===== config.mk =====
export PLATFORM = sky130hd
export DESIGN_NAME = product_sensor_cond_flat
export DESIGN_NICKNAME = d
export VERILOG_FILES = /design/src/rtl/conveyor_pkg.sv /design/src/rtl/product_sensor_cond_if.sv /design/src/rtl/sync_debounce.sv /design/src/rtl/product_sensor_cond.sv /design/src/flat_wrapper.sv
export SDC_FILE = /design/constraint.sdc
export NUM_CORES = 1
export LEC_CHECK = 0
export BUFFER_PORTS_ARGS = -buffer_cell sky130_fd_sc_hd__buf_2
export CAP_MARGIN = 20
export CORE_AREA = 2 2 39 41
export DETAILED_ROUTE_END_ITERATION = 7
export DIE_AREA = 0 0 41 43
export GPL_TIMING_DRIVEN = 0
export PLACE_DENSITY = 0.54
export SYNTH_ARGS = -nofsm -noshare
export SYNTH_HDL_FRONTEND = slang
export SYNTH_SLANG_ARGS = --single-unit

===== constraint.sdc =====
create_clock -name clock -period 1.41 [get_ports clock]
set_clock_uncertainty 0.2 [all_clocks]
set_input_delay 0.0705 -clock clock [delete_from_list [all_inputs] [get_ports clock]]
set_output_delay 0.0705 -clock clock [all_outputs]
set_load 0.005 [all_outputs]

===== src/rtl/conveyor_pkg.sv =====
// Shared conveyor definitions: sensor FSM states and default timing constants.
// Also used by the downstream product/carton counter stage.
package conveyor_pkg;

  localparam int unsigned DEFAULT_DEBOUNCE_CYCLES = 16;
  localparam int unsigned DEFAULT_JAM_CYCLES      = 50000;

  typedef enum logic [1:0] {
    IDLE,
    PRESENT,
    JAM
  } sensor_state_t;

endpackage


===== src/rtl/product_sensor_cond_if.sv =====
// Signal bundle between the conveyor controller and the sensor conditioner.
// master drives the raw sensor and controls; slave is the conditioner.
interface product_sensor_cond_if;

  logic sensor_in;
  logic enable;
  logic jam_clear;
  logic product_pulse;
  logic sensor_stable;
  logic jam;

  modport master (
    output sensor_in,
    output enable,
    output jam_clear,
    input  product_pulse,
    input  sensor_stable,
    input  jam
  );

  modport slave (
    input  sensor_in,
    input  enable,
    input  jam_clear,
    output product_pulse,
    output sensor_stable,
    output jam
  );

endinterface


===== src/rtl/sync_debounce.sv =====
// Two-flop synchroniser followed by a debounce counter. 'stable' is the
// accepted level; 'stable_next' is its next-state value, so a consumer can
// register an event in the same cycle that 'stable' changes.
module sync_debounce #(
  parameter int unsigned DEBOUNCE_CYCLES = 16
) (
  input  logic clock,
  input  logic reset,
  input  logic sensor_in,
  output logic stable,
  output logic stable_next
);

  localparam int unsigned CW = $clog2(DEBOUNCE_CYCLES + 1);

  logic          sync_meta;
  logic          sync;
  logic          stable_q;
  logic [CW-1:0] count_q;
  logic [CW-1:0] count_d;

  // Synchroniser: no logic ahead of the second flop.
  always_ff @(posedge clock or posedge reset) begin
    if (reset) begin
      sync_meta <= 1'b0;
      sync      <= 1'b0;
    end else begin
      sync_meta <= sensor_in;
      sync      <= sync_meta;
    end
  end

  // Count cycles of disagreement; accept the new level on the last one.
  always_comb begin
    count_d     = '0;
    stable_next = stable_q;
    if (sync != stable_q) begin
      if (count_q == CW'(DEBOUNCE_CYCLES - 1)) begin
        stable_next = ~stable_q;
      end else begin
        count_d = count_q + 1'b1;
      end
    end
  end

  // Debounce state register.
  always_ff @(posedge clock or posedge reset) begin
    if (reset) begin
      count_q  <= '0;
      stable_q <= 1'b0;
    end else begin
      count_q  <= count_d;
      stable_q <= stable_next;
    end
  end

  assign stable = stable_q;

endmodule


===== src/rtl/product_sensor_cond.sv =====
// Conveyor photo-sensor conditioner: one product_pulse per accepted arrival,
// debounced sensor level and optional sticky jam detection.
// Jam detection is built only when PRODUCT_SENSOR_JAM_DETECT_EN is defined.
module product_sensor_cond
  import conveyor_pkg::*;
#(
  parameter int unsigned DEBOUNCE_CYCLES = DEFAULT_DEBOUNCE_CYCLES,
  parameter int unsigned JAM_CYCLES      = DEFAULT_JAM_CYCLES
) (
  input logic                 clock,
  input logic                 reset,
  product_sensor_cond_if.slave bus
);

  logic          stable_q;
  logic          stable_next;
  sensor_state_t state_q;
  sensor_state_t state_d;
  logic          pulse_q;
  logic          pulse_d;
  logic          jam_q;

  sync_debounce #(
    .DEBOUNCE_CYCLES(DEBOUNCE_CYCLES)
  ) u_sync_debounce (
    .clock      (clock),
    .reset      (reset),
    .sensor_in  (bus.sensor_in),
    .stable     (stable_q),
    .stable_next(stable_next)
  );

`ifdef PRODUCT_SENSOR_JAM_DETECT_EN
  localparam int unsigned TW = $clog2(JAM_CYCLES + 1);

  logic [TW-1:0] timer_q;
  logic [TW-1:0] timer_d;
  logic [TW-1:0] timer_inc;

  // Next state: pulse only on a fresh arrival; jam latches until cleared while clear.
  always_comb begin
    state_d   = state_q;
    pulse_d   = 1'b0;
    timer_d   = '0;
    timer_inc = (timer_q == TW'(JAM_CYCLES)) ? timer_q : timer_q + 1'b1;
    unique case (state_q)
      IDLE: begin
        if (stable_next) begin
          state_d = PRESENT;
          pulse_d = bus.enable;
        end
      end
      PRESENT: begin
        if (!stable_next) begin
          state_d = IDLE;
        end else if (timer_inc == TW'(JAM_CYCLES)) begin
          state_d = JAM;
        end else begin
          timer_d = timer_inc;
        end
      end
      JAM: begin
        if (bus.jam_clear && !stable_q) begin
          state_d = IDLE;
        end
      end
      default: state_d = IDLE;
    endcase
  end

  // Jam timer register.
  always_ff @(posedge clock or posedge reset) begin
    if (reset) begin
      timer_q <= '0;
    end else begin
      timer_q <= timer_d;
    end
  end
`else
  logic unused_jam_clear;
  localparam int unsigned unused_jam_cycles = JAM_CYCLES;

  assign unused_jam_clear = bus.jam_clear;

  // Next state: IDLE/PRESENT only, unlimited dwell while blocked.
  always_comb begin
    state_d = state_q;
    pulse_d = 1'b0;
    unique case (state_q)
      IDLE: begin
        if (stable_next) begin
          state_d = PRESENT;
          pulse_d = bus.enable;
        end
      end
      PRESENT: begin
        if (!stable_next) begin
          state_d = IDLE;
        end
      end
      default: state_d = IDLE;
    endcase
  end
`endif

  // FSM state and registered outputs.
  always_ff @(posedge clock or posedge reset) begin
    if (reset) begin
      state_q <= IDLE;
      pulse_q <= 1'b0;
      jam_q   <= 1'b0;
    end else begin
      state_q <= state_d;
      pulse_q <= pulse_d;
      jam_q   <= (state_d == JAM);
    end
  end

  assign bus.product_pulse = pulse_q;
  assign bus.sensor_stable = stable_q;
  assign bus.jam           = jam_q;

endmodule


===== src/flat_wrapper.sv =====
// flat-port wrapper written by rule: the top's interface ports become plain ports
module product_sensor_cond_flat import conveyor_pkg::*;
#(
  parameter int unsigned DEBOUNCE_CYCLES = DEFAULT_DEBOUNCE_CYCLES,
  parameter int unsigned JAM_CYCLES      = DEFAULT_JAM_CYCLES
)
  (clock, reset, bus_sensor_in, bus_enable, bus_jam_clear, bus_product_pulse, bus_sensor_stable, bus_jam);
  product_sensor_cond_if bus_i ();
  input logic clock;
  input logic reset;
  input wire logic [$bits(bus_i.sensor_in)-1:0] bus_sensor_in;
  input wire logic [$bits(bus_i.enable)-1:0] bus_enable;
  input wire logic [$bits(bus_i.jam_clear)-1:0] bus_jam_clear;
  output wire logic [$bits(bus_i.product_pulse)-1:0] bus_product_pulse;
  output wire logic [$bits(bus_i.sensor_stable)-1:0] bus_sensor_stable;
  output wire logic [$bits(bus_i.jam)-1:0] bus_jam;
  assign bus_i.sensor_in = bus_sensor_in;
  assign bus_i.enable = bus_enable;
  assign bus_i.jam_clear = bus_jam_clear;
  assign bus_product_pulse = bus_i.product_pulse;
  assign bus_sensor_stable = bus_i.sensor_stable;
  assign bus_jam = bus_i.jam;
  product_sensor_cond #(.DEBOUNCE_CYCLES(DEBOUNCE_CYCLES), .JAM_CYCLES(JAM_CYCLES)) u_core (.clock(clock), .reset(reset), .bus(bus_i));
endmodule

==> results.toml <==
[critical_path]
critPathTopFamily = "flip-flops"
worstSetupPathType = "flip-flop to flip-flop"
slowest_delay_ns = 0.40
crit_fanout = 3
worstPathRequired_ns = 1.39
critPathLaunchType = "flip-flop"
crit_buf_inv = 0
crit_path_end_kind = "flip-flop"
cpMaxStageDelayCell = "dfrtp_1"
cp_cell_sequence = "ha_4, nand4b_4, mux2i_2, nor4b_2"
r2r_setup_slack_ns = 0.02
arrival_ns = 1.37

[synthesis]
synthDistinctLibCells = 14
yosys_register_bits = 12
ys_seq_area_share_pct = 68.6
yosysWarnings = 0
syn_area_sq_um = 438
syn_inst = 31
synth_top_area_share_pct = 68.6
synth_top_cell_by_area = "dfrtp_1"
yosys-top-cells-area = "dfrtp_1, xor2_1, nand4b_2"
syn_area_per_cell_sq_um = 14.1

[routing]
via_count = 268
route.detailed.drc = 0
drt_iter0_markers = 1
wirelength_microns = 617
dr.pass1.iters = 4
final_antenna_net_count = 0
viasPerCell = 4.32
wl_per_cell_microns = 9.95

[cts]
cts_tree = "yes"
cts_buffer_depth = 2
cts_sinks = 12
htree_levels = 1
clk_pin_slew_worst_paths_ns = 0.07
clk_latency_ns = 0.27
cts_root_buf = "clkbuf_4"
cts_inserted_buffers = 3

[timing]
rsz0062_at_grt = "yes"
setup_viol = 0
final-hold-violation-count = 0
fmax_ghz = 0.718
period_minus_slack_ns = 1.39
post-route-period-util_pct = 98.7
tns_ns = 0
drv_slew = 0

[die]
ioPinCount = 8
rows = 14
start_util_pct = 31.6
core_sq_um = 1380
dieArea_sq_um = 1760
chipHeight_microns = 43
fp.dieW_microns = 41

[finish]
stdcell_count = 62
final_util_pct = 42.4
diodes = 0
synthToLayoutAreaGrowth_pct = 34.0
multi_input_area_sq_um = 155
drive_above_1_share_pct = 34.8
nFillCells = 139
seq_area_sq_um = 300
fin_nets = 53

[worst_hold_path]
min_path_type = "input pin to asynchronous set/reset pin"

[place]
port_buffers = 6
place.gp.congestion = 0.667
dp_cells = 54

[power]
powerDensity_nw_per_um2 = 1140
vdd_ir_drop_max_mv = 0.526
power.total_mw = 0.670
p_leak_nw = 0.337

[global_routing]
antenna_found_initial = 0
grt_pass1_vias = 270
overflow = 0
grt_pass1_wl_microns = 1080
grt_max_degree = 13
grtUsageTotal_pct = 10.1

[flow_run]
cap_viol_max_count = 0

[outcome]
status = "finished clean"
-- cell type report --
cell class | count | share of cell area [%]
inverters | 2 | 1.28
flip-flops and latches | 12 | 51.2
clock buffers | 4 | 6.18
well taps | 16 | 3.41
repair buffers | 10 | 11.5
multi-input cells | 18 | 26.4
-- per-layer routing --
| layer | share of wire (%) | global-route usage [%] | vias to the layer above | wire, microns |
|---|---|---|---|---|
| li1 | - | - | 132 | - |
| met1 | 38 | 10.6 | 125 | 232 |
| met2 | 51 | 13.4 | 7 | 316 |
| met3 | 7.8 | 5.24 | 4 | 48 |
| met4 | 3.2 | 10.0 | 0 | 20 |
| met5 | 0 | 0 | - | 0 |
-- flip-flops by register name (all words and copies together) (netlist names) --
| signal | flops |
|---|---|
| u_core.u_sync_debounce.sync_meta | 1 |
| u_core.bus.jam | 1 |
| u_core.bus.product_pulse | 1 |
| u_core.u_sync_debounce.sync | 1 |
| u_core.state_q | 2 |
| u_core.u_sync_debounce.count_q | 5 |
| u_core.u_sync_debounce.stable | 1 |
-- cell families (layout without fill, tap and decap cells) --
kind of cell	after synthesis	count (layout)	share of synthesized area [%]
adder cells (fa/ha/maj)	1	1	2.86
flip-flops	12	12	68.6
buffers and inverters	2	16	1.71
AO/OA/AOI/OAI	1	1	1.43
XOR/XNOR	3	3	6.00
other	1	2	0.856
AND/OR/NAND/NOR	10	10	15.4
multiplexers	1	1	3.14
-- report_power, final --
group / internal, mW / total (mW) / switching (mW) / leakage, nW
logic: 0.0223 / 0.0395 / 0.0172 / 0.160
clock network: 0.157 / 0.263 / 0.106 / 0.0210
registers: 0.357 / 0.368 / 0.0112 / 0.156
total: 0.536 / 0.670 / 0.134 / 0.337
-- layout by cell type (no fill, tap or decap) --
cell and count:
a31oi_1 1, buf_2 6, clkbuf_8 1, dlygate4sd3_1 3, and3_2 1, nor2_1 3
clkbuf_4 3, conb_1 2, nor4b_2 1, xor2_1 3, nand4b_4 1, inv_1 2
dfrtp_1 12, mux2i_2 1, buf_4 1, nand2_1 2, nand3_1 1, ha_4 1
and2_1 1
-- path summary, 6_finish.rpt --
path                                                   startpoint                           endpoint  cells past startpoint
worst max-delay path            u_core.u_sync_debounce.count_q[0]           u_core.bus.product_pulse                      4
worst min-delay path                                        reset      u_core.u_sync_debounce.stable                      3
worst max register to register  u_core.u_sync_debounce.count_q[0]           u_core.bus.product_pulse                      4
worst min register to register   u_core.u_sync_debounce.sync_meta        u_core.u_sync_debounce.sync                      0
max in group asynchronous                                   reset  u_core.u_sync_debounce.count_q[3]                      3
min in group clock               u_core.u_sync_debounce.sync_meta        u_core.u_sync_debounce.sync                      0
-- through the flow --
step,setup WS (ns),instance area [sq um],hold slack [ns]
2_1_floorplan,0.0331,442,-0.265
3_3_place_gp,-0.0381,492,-0.119
3_5_place_dp,-0.0597,492,-0.112
4_1_cts,0.0126,587,0.134
5_1_grt,-0.0539,587,0.173
6_report,0.0181,587,0.123
-- tightest hold or removal path, stage by stage --
cell and delay (ns):
dlygate4sd3_1 0.52, buf_2 0.11, inv_1 0.31
-- cell usage after synthesis (all sizes together) --
cell type,count
and3,1
nand3,1
conb,1
inv,2
and2,1
dfrtp,12
mux2i,1
a31oi,1
nor2,3
xor2,3
nand4b,1
ha,1
nand2,2
nor4b,1
-- timing repair --
item	4_1_cts	5_1_grt
gates cloned	0	0
setup endpoints to repair	3	2
hold endpoints to repair	14	0
hold buffers	3	0
buffers inserted	1	0
resized for setup	3	0
No activity file was read; power rests on OpenSTA's default activity.
